File: src/rtl/bus_arb2_pkg.sv
// Shared definitions for the two-master bus arbiter: state encoding, grant
// codes, forced-termination read data and watchdog counter width.
package bus_arb2_pkg;

    typedef enum logic [1:0] {
        IDLE = 2'd0,
        GNT0 = 2'd1,
        GNT1 = 2'd2
    } state_t;

    localparam logic [1:0]  GRANT_NONE = 2'b00;
    localparam logic [1:0]  GRANT_M0   = 2'b01;
    localparam logic [1:0]  GRANT_M1   = 2'b10;

    localparam logic [31:0] ERR_DATA   = 32'hFFFF_FFFF;

    localparam int          WDOG_W     = 8;

endpackage

File: src/rtl/bus_arb2_wdog.sv
// Grant watchdog: counts granted cycles without an acknowledge, flags the
// cycle in which the transfer must be forced to end, and keeps a sticky flag.
module bus_arb2_wdog #(
    parameter int TIMEOUT_CYCLES = 255
) (
    input  logic clk,
    input  logic rst,
    input  logic active,
    input  logic bus_ack,
    input  logic timeout_clr,
    output logic expire,
    output logic timeout
);
    import bus_arb2_pkg::*;

    localparam logic [WDOG_W-1:0] LIMIT = WDOG_W'(TIMEOUT_CYCLES - 1);

    logic [WDOG_W-1:0] count;

    // A real acknowledge in the limit cycle takes priority over the forced end.
    assign expire = active & ~bus_ack & (count == LIMIT);

    // Every grant is preceded by an IDLE cycle, which is where the count restarts.
    always_ff @(posedge clk or negedge rst) begin
        if (!rst) begin
            count   <= '0;
            timeout <= 1'b0;
        end else begin
            if (!active) begin
                count <= '0;
            end else if (!bus_ack) begin
                count <= count + 1'b1;
            end

            if (expire) begin
                timeout <= 1'b1;
            end else if (timeout_clr) begin
                timeout <= 1'b0;
            end
        end
    end

endmodule

File: src/rtl/bus_arb2.sv
// Round-robin arbiter sharing one strobe/acknowledge slave bus between two
// masters. Define BUS_ARB2_TIMEOUT_EN to build the grant watchdog.
module bus_arb2 #(
    parameter int TIMEOUT_CYCLES = 255
) (
    input  logic        clk,
    input  logic        rst,
    input  logic        m0_stb,
    input  logic        m0_we,
    input  logic [21:0] m0_addr,
    input  logic [31:0] m0_dout,
    output logic [31:0] m0_din,
    output logic        m0_ack,
    input  logic        m1_stb,
    input  logic        m1_we,
    input  logic [21:0] m1_addr,
    input  logic [31:0] m1_dout,
    output logic [31:0] m1_din,
    output logic        m1_ack,
    output logic        bus_stb,
    output logic        bus_we,
    output logic [21:0] bus_addr,
    output logic [31:0] bus_dout,
    input  logic [31:0] bus_din,
    input  logic        bus_ack,
    output logic [1:0]  grant,
    output logic        timeout,
    input  logic        timeout_clr
);
    import bus_arb2_pkg::*;

    state_t state, state_next;
    logic   last, last_next;
    logic   sel0, sel1;
    logic   expire;

    assign sel0 = (state == GNT0);
    assign sel1 = (state == GNT1);

`ifdef BUS_ARB2_TIMEOUT_EN
    bus_arb2_wdog #(
        .TIMEOUT_CYCLES(TIMEOUT_CYCLES)
    ) u_wdog (
        .clk         (clk),
        .rst         (rst),
        .active      (sel0 | sel1),
        .bus_ack     (bus_ack),
        .timeout_clr (timeout_clr),
        .expire      (expire),
        .timeout     (timeout)
    );
`else
    logic unused_cfg;
    assign expire     = 1'b0;
    assign timeout    = 1'b0;
    assign unused_cfg = ^{timeout_clr, 8'(TIMEOUT_CYCLES)};
`endif

    // Read data goes to both masters; only the acknowledged one consumes it.
    assign m0_din = (sel0 & expire) ? ERR_DATA : bus_din;
    assign m1_din = (sel1 & expire) ? ERR_DATA : bus_din;

    // last resets to 1 so that m0 wins the first simultaneous request.
    always_ff @(posedge clk or negedge rst) begin
        if (!rst) begin
            state <= IDLE;
            last  <= 1'b1;
        end else begin
            state <= state_next;
            last  <= last_next;
        end
    end

    always_comb begin
        state_next = state;
        last_next  = last;
        bus_stb    = 1'b0;
        bus_we     = 1'b0;
        bus_addr   = '0;
        bus_dout   = '0;
        grant      = GRANT_NONE;
        m0_ack     = 1'b0;
        m1_ack     = 1'b0;

        case (state)
            IDLE: begin
                if (m0_stb && (!m1_stb || last)) begin
                    state_next = GNT0;
                end else if (m1_stb) begin
                    state_next = GNT1;
                end
            end
            GNT0: begin
                bus_stb  = m0_stb & ~expire;
                bus_we   = m0_we;
                bus_addr = m0_addr;
                bus_dout = m0_dout;
                grant    = GRANT_M0;
                m0_ack   = bus_ack | expire;
                if (bus_ack || expire) begin
                    state_next = IDLE;
                    last_next  = 1'b0;
                end
            end
            GNT1: begin
                bus_stb  = m1_stb & ~expire;
                bus_we   = m1_we;
                bus_addr = m1_addr;
                bus_dout = m1_dout;
                grant    = GRANT_M1;
                m1_ack   = bus_ack | expire;
                if (bus_ack || expire) begin
                    state_next = IDLE;
                    last_next  = 1'b1;
                end
            end
            default: state_next = IDLE;
        endcase
    end

endmodule

File: config.mk
export PLATFORM = sky130hd
export DESIGN_NAME = bus_arb2
export DESIGN_NICKNAME = d
export VERILOG_FILES = /design/src/rtl/bus_arb2_pkg.sv /design/src/rtl/bus_arb2_wdog.sv /design/src/rtl/bus_arb2.sv
export SDC_FILE = /design/constraint.sdc
export NUM_CORES = 1
export LEC_CHECK = 0
export ABC_AREA = 1
export BUFFER_PORTS_ARGS = -buffer_cell sky130_fd_sc_hd__buf_2
export CORE_AREA = 2 2 107 109
export CTS_CLUSTER_DIAMETER = 200
export DETAILED_ROUTE_END_ITERATION = 8
export DIE_AREA = 0 0 109 111
export GPL_TIMING_DRIVEN = 0
export HOLD_SLACK_MARGIN = 0.1
export PLACE_DENSITY = 0.59
export RECOVER_POWER = 25
export SLEW_MARGIN = 20
export SYNTH_ARGS = -nofsm -noshare
export SYNTH_HDL_FRONTEND = slang
export SYNTH_SLANG_ARGS = --single-unit
File: constraint.sdc
create_clock -name clk -period 1.6 [get_ports clk]
set_clock_uncertainty 0.05 [all_clocks]
set_input_delay 0.32 -clock clk [delete_from_list [all_inputs] [get_ports clk]]
set_output_delay 0.32 -clock clk [all_outputs]
set_load 0.1 [all_outputs]
# After elaboration in Yosys (flattened, before gate mapping)
# Index checks and enable logic that the tools add are counted.
# totals
regBits	3
inputBits	148
output_inout_bits	125
wordCells	30
# op_classes
eq_ne	6
muxes	14
n_reduce_logical	8
# ops
op	count
32-bit case mux with 2 select lines	1
22-bit case mux with 2 select lines	1
2-bit case mux with 2 select lines	2
2-bit two-way mux	3
1-bit case mux with 2 select lines	3
1-bit two-way mux	4
2-bit inequality test (second input constant)	2
3-bit inequality test (second input constant)	1
3-bit AND reduction	1
2-bit by 1-bit == test with 1-bit output (second input constant)	1
2-bit == test (second input constant)	1
2-bit zero test	1
2-bit by 1-bit inequality test with 1-bit output (second input constant)	1
2-bit AND reduction	1
2-bit nonzero test	1
2-bit OR reduction	1
1-bit logical AND	1
1-bit zero test	1
1-bit logical OR	1

# Depth between registers and ports, before layout
# Gate-level depths: netlist of run 1.
# depth
word_depth	5
depth_mapped	7
ltp_nobuf	7

# Least setup slack after synthesis of run 1
# No wires, ideal clock.
# synth_timing
kind	flip-flop to output port
from	register state[0]
to	output port bus_addr[15]
t_arrival_ps	2571
required_ps	1230
slack_ps	-1341
stages_incl_launch_ff	7
path_buffers	2
cell_sequence	dfrtp_1 > inv_1 > ha_1 > inv_1 > buf_2 > buf_2 > a21oi_1
# synth_between
elab_chain_cells	2
elab_cells_between_ends	3
classes_between	eq/ne (2); mux (1)
# synth_lines
item	line	text
start: declaration	bus_arb2.sv:32	state_t state, state_next;
start signal: assignment	bus_arb2.sv:69	state <= state_next;
2-bit == test / 2-bit by 1-bit == test with 1-bit output (equally long branches)	bus_arb2.sv:85	case (state)
22-bit case mux with 2 select lines *	bus_arb2.sv:85	
end: declaration	bus_arb2.sv:22	output logic [21:0] bus_addr,
# Every way passes the cells marked *; elsewhere a longest branch is shown, timed or not.

# Worst setup path after layout of run 1
# layout_timing
from	register state[0]
to	output port bus_dout[26]
# layout_between
elab_chain_cells	2
elab_cells_between_ends	3
classes_between	eq/ne (2); mux (1)
# layout_lines
item	line	text
2-bit == test / 2-bit by 1-bit == test with 1-bit output (equally long branches)	bus_arb2.sv:85	
32-bit case mux with 2 select lines *	bus_arb2.sv:85	
end: declaration	bus_arb2.sv:23	output logic [31:0] bus_dout,
# Marks and branches as above.

==> metrics.cfg, run 1 <==
[placed_design]
dp_slack_ps=-594
port_buffers=238
hpwl_mm=6.73
place.gp.congestion=0.684

[die]
ios=273
placementRows=39
die_w_um=109
die_area_mm2=0.0121
die_y_um=111
start_util_pct=14.2
core_area_mm2=0.0111

[synthesis]
syn-cell-area_mm2=0.00157
synth_top_flop_cell=dfrtp_1
synthArstFlopShare_pct=100
synth_edf_count=0
synthTopCellsByArea=buf_4, nand2_1, a21oi_1, ha_1, buf_2
synth_top_area_cell=buf_4
seq_area_frac_synth_pct=4.87
syn_inst=291
syn-num-nets=444
synth_cell_types=14
synthDominantCellAreaShare_pct=32.6
ys_ff_latch=3
yosysWarnings=0
avgSynthCellArea_um2=5.39

[timing]
min_period_over_period_pct=131
hold_violations=0
worst-slew-pin-transition_ps=541
worst_slack_ps=-488
setup_violations=59
max_freq_mhz=479
rsz0062_at_grt=yes
relSlewSlack_pct=64.1
min_period_ps=2090
maxSlewViolCount=0

[cells_and_area]
postLayoutCoreUtil_pct=45.8
layout.nets=705
fillers=1041
ff_latch_area_um2=77.6
area_delta_synth_final_pct=223
n_antenna_cell=0
multi_input_area_mm2=0.00162
drive_gt1_share_pct=77.9

[global_routing]
grt_pass1_vias=2883
grt_max_degree=11
antenna_found_initial=0
overflow=0
grt_usage_pct=14.2
grt_pass1_wl_mm=13.7

[clocking]
htreeDepth=1
cts_buffers=3
cts_root_buf=clkbuf_16
cts_sinks=3
cts_tree=yes
clk_pin_slew_ps=30
clock_latency_ps=230
cts_buffer_depth=2

[setup_path]
crit_cells=7
required_ps=1230
worstPathArrival_ps=1720
crit_path_frequent_cell=buf_12
cp_slowest_cell=dfrtp_2
crit_family=buffers and inverters
cp-end-kind=primary output
critical_path_class=flip-flop to primary output
path_buf_inv=5
crit_chain=inv_4 -> ha_4 -> inv_6 -> buf_12 -> buf_12 -> a21oi_4 -> buf_12
critPathMaxStageDelay_ps=410
cp_max_fo=10
crit_path_start_kind=flip-flop
reg2reg_depth=8

[run]
cap_violations=0

[worst_hold_path]
whs_path_depth=3
hp-class=primary input to flip-flop

[status]
outcome=finished with violations
violations=setup timing

[pwr]
vdd_drop_max_v=0.00240
p_leak_nw=2.22
combPwrFrac_pct=95.4
netSwitchingFraction_pct=62.4
p_switching_mw=7.77
pwr-share-seq_pct=1.3
p_int_mw=4.69
p_clk_share_pct=3.3
p_per_area_mw_per_mm2=2460

[routing]
vias=2756
route.final.wire_length_mm=9.25
vias_per_cell=3.97
drc_errors=0
drtPass1Iterations=4
drtIter0Drc=82
ant_nets=0
wire_per_inst_um=13.3

## placed cells by master (no fill, tap or decap), drive strengths merged
master and n:
buf 322, nand2 126, a21oi 57, clkbuf 21, inv 8, ha 5
nor2 3, clkinvlp 2, dfrtp 2, nand4 1, o21ai 1, conb 1
dlygate4sd3 1, dfstp 1
## layer usage
metal	global-route usage, %	wire (um)	vias to the layer above
met5	0	0	-
met2	28.6	5100	154
met3	1.65	698	18
met4	3.50	247	0
met1	14.9	3200	1216
li1	-	-	1368
## power by group through the flow
stage / sequential [mW] / combinational, mW / clock [mW]
floorplan: 0.148 / 7.85 / 0
global placement: 0.153 / 8.96 / 0
detailed placement: 0.154 / 9.02 / 0
CTS: 0.159 / 11.7 / 0.417
global route: 0.166 / 12.3 / 0.425
finish: 0.163 / 11.9 / 0.415
## tightest hold or removal path, stage by stage
cell     delay [ps]
buf_2           160
nand2_1          90
o21ai_2          50
## area by class of cell
cell class                      instances  share of cell area (%)
Buffer                                 84                    15.1
Clock buffer                            4                    1.56
Inverter                               10                    1.04
Multi-Input combinational cell        194                    31.9
Sequential cell                         3                    1.53
Tap cell                              143                    3.53
Timing Repair Buffer                  256                    45.4
## worst paths after layout
| kind | start | end | slack, ps |
|---|---|---|---|
| min in group asynchronous | rst | state[1] | 390 |
| setup reg to reg | state[0] | last | 30 |
| setup / recovery | state[0] | bus_dout[26] | -490 |
| hold / removal | bus_ack | last | 350 |
| hold reg to reg | last | last | 440 |
| max in group asynchronous | rst | last | 880 |
## registers in the layout, indices dropped and copies added (netlist names)
signal / cells
last: 1
state: 2
## logic make-up (layout without fill, tap and decap cells)
kind of cell | count (synthesis) | count (layout) | synth area share, %
buffers and inverters | 94 | 354 | 41.1
flip-flops | 3 | 3 | 4.87
AO/OA/AOI/OAI | 58 | 58 | 18.5
other | 1 | 1 | 0.239
AND/OR/NAND/NOR | 130 | 130 | 31.3
adder cells (fa/ha/maj) | 5 | 5 | 3.99
## stage by stage
stage | hold WS [ps] | total power [mW] | instances | instance area (um^2) | TNS [ps]
floorplan | -25.6 | 8.00 | 291 | 2330 | -19790
detailed placement | 67.8 | 9.18 | 672 | 3700 | -29140
CTS | 331 | 12.3 | 693 | 4980 | -24160
finish | 347 | 12.5 | 694 | 5070 | -24990
global placement | 69.0 | 9.12 | 672 | 3700 | -28230
global route | 369 | 12.9 | 694 | 5070 | -28180
## cells in the mapped netlist, types with 2 or more instances
cell / count
buf_4: 68
ha_1: 5
buf_2: 11
a21oi_1: 57
dfrtp_1: 2
nor2_1: 3
buf_6: 3
inv_1: 10
clkbuf_1: 2
nand2_1: 126
## timing repair
| action | CTS | global route |
|---|---|---|
| pin swaps | 3 | 20 |
| hold buffers | 1 | 0 |
| gates cloned | 2 | 0 |
| gates resized for setup | 283 | 23 |
| setup buffers | 14 | 3 |
| setup endpoints to repair | 60 | 60 |
| hold endpoints to repair | 3 | 0 |
(Power assumes the default switching activity.)
==> inputs of run 2 (changes only) <==
--- a/config.mk
+++ b/config.mk
@@ -13,7 +13,7 @@
 export DIE_AREA = 0 0 109 111
 export GPL_TIMING_DRIVEN = 0
 export HOLD_SLACK_MARGIN = 0.1
-export PLACE_DENSITY = 0.59
+export PLACE_DENSITY = 0.57
 export RECOVER_POWER = 25
 export SLEW_MARGIN = 20
 export SYNTH_ARGS = -nofsm -noshare
==> constraint.sdc (replaced) <==
create_clock -name clk -period 2.4 [get_ports clk]
set_clock_uncertainty 0.05 [all_clocks]
set_input_delay 0.48 -clock clk [delete_from_list [all_inputs] [get_ports clk]]
set_output_delay 0.48 -clock clk [all_outputs]
set_load 0.1 [all_outputs]
==> run 2 against run 1 <==
- the run now ends clean
- worst setup slack better by 560 ps
- die area stayed put
- cell area is 20% lower
- total power is 47% lower
- worst hold slack better by 110 ps
- critical path type unchanged
- largest cell class unchanged
- largest power group unchanged
==> metrics.cfg, run 2 (synthesized netlist as in run 1, its figures left out) <==
[die]
ios=273
die_y_um=111
die_area_mm2=0.0121
placementRows=39
start_util_pct=14.2
core_area_mm2=0.0111
die_w_um=109

[setup_path]
crit_family=buffers and inverters
rr_endpoint=last
crit_path_start_kind=flip-flop
r2r_slack_ps=1060
reg2reg_depth=6
worstPathArrival_ps=1800
required_ps=1870
cp_max_fo=10
critical_path_class=flip-flop to primary output
path_buf_inv=5
cp-end-kind=primary output
crit_chain=inv_1 -> ha_1 -> inv_1 -> buf_8 -> buf_8 -> a21oi_2 -> buf_6
cp_slowest_cell=dfrtp_1
rr_startpoint=state[0]
critPathMaxStageDelay_ps=390

[timing]
setup_violations=0
maxSlewViolCount=0
min_period_ps=2330
rsz0062_at_grt=yes
min_period_over_period_pct=97.0
worst-slew-pin-transition_ps=1160
relSlewSlack_pct=23.0
max_freq_mhz=429
hold_violations=0
worst_slack_ps=71.0

[cells_and_area]
reg_top3=state: 2 flops, last: 1 flops
layout.nets=689
drive_gt1_share_pct=66.2
fillers=1144
final_common_cell=buf_2
finalNonFillerCells=678
area_delta_synth_final_pct=159
n_antenna_cell=0
largest_register_ffs=2
regMostFlops=state
mostFrequentLayoutCells=buf_2, nand2_1, buf_4

[routing]
route.final.wire_length_mm=7.72
drc_errors=0
drtPass1Iterations=4
ant_nets=0
drtIter0Drc=67
vias_per_cell=3.92
wire_per_inst_um=11.4
vias=2657

[clocking]
htreeDepth=1
cts_buffers=3
cts_root_buf=clkbuf_16
cts_sinks=3
cts_tree=yes
cts_buffer_depth=2
clock_latency_ps=220
clk_pin_slew_ps=30

[worst_hold_path]
worst_hold_path.endpoint=last
hold_start=last
hp-class=flip-flop to flip-flop
whs_path_depth=2

[pwr]
p_per_area_mw_per_mm2=1630
vdd_drop_max_v=0.000828
total_power_mw=6.64
p_leak_nw=1.89

[run]
cap_violations=0

[global_routing]
grt_pass1_vias=2604
grt_usage_pct=11.4
overflow=0
antenna_found_initial=0
grt_max_degree=11
grt_pass1_wl_mm=11.2

[placed_design]
dp_slack_ps=-246
hpwl_mm=6.24
place.gp.congestion=0.755
dpl.cell_count=672
port_buffers=238

[status]
outcome=finished, final reports clean

## run 2: worst min-delay path, stage by stage, from the launching register on
cell and delay, ps:
dfstp_2 350, inv_1 60, o21ai_0 90
## run 2: timing repair
item	4_1_cts	5_1_grt
setup buffers	0	1
endpoints found under the setup margin	56	46
gates resized for setup	116	64
hold buffers	1	0
hold endpoints to repair	2	0
## run 2: worst max-delay path by stage
stage / start / to / cells past startpoint / slack [ps]
floorplan: state[0] / bus_addr[10] / 5 / -580
global placement: state[0] / bus_dout[14] / 7 / -230
detailed placement: state[0] / bus_dout[5] / 7 / -250
CTS: state[0] / bus_dout[21] / 7 / -100
global route: state[0] / bus_dout[5] / 7 / -3
finish: state[1] / bus_addr[15] / 7 / 70
## run 2: per-layer routing
metal  up-vias  global-route usage, %  part of all wire, %
met5         -                      0                    0
met3         6                   2.18                   11
met4         0                   1.71                 0.49
met1      1167                   11.4                   34
li1       1327                      -                    -
met2       157                   23.6                   54
## run 2: final cells by class
type / instances / area [um^2] / area share (%)
Buffer: 84 / 697 / 17.1
Clock buffer: 4 / 78.8 / 1.94
Inverter: 10 / 37.5 / 0.924
Multi-Input combinational cell: 194 / 1330 / 32.8
Sequential cell: 3 / 77.6 / 1.91
Tap cell: 143 / 179 / 4.40
Timing Repair Buffer: 240 / 1660 / 40.9
## run 2: where the power goes
group          switching (mW)  total (mW)  internal (mW)  leakage [nW]
logic                    4.55        6.27           1.72          1.81
registers              0.0233       0.106         0.0825        0.0350
clock network          0.0495       0.269          0.220        0.0382
## run 2: per-stage QoR
stage | utilization [%] | instance area, um^2 | hold WS [ps] | TNS (ps)
global route | 36.7 | 4060 | 548 | -4.77
floorplan | - | 2030 | 134 | -5990
detailed placement | 30.7 | 3400 | 229 | -8800
global placement | 30.7 | 3400 | 230 | -8470
finish | 36.7 | 4060 | 461 | 0
CTS | 34.7 | 3850 | 470 | -2320
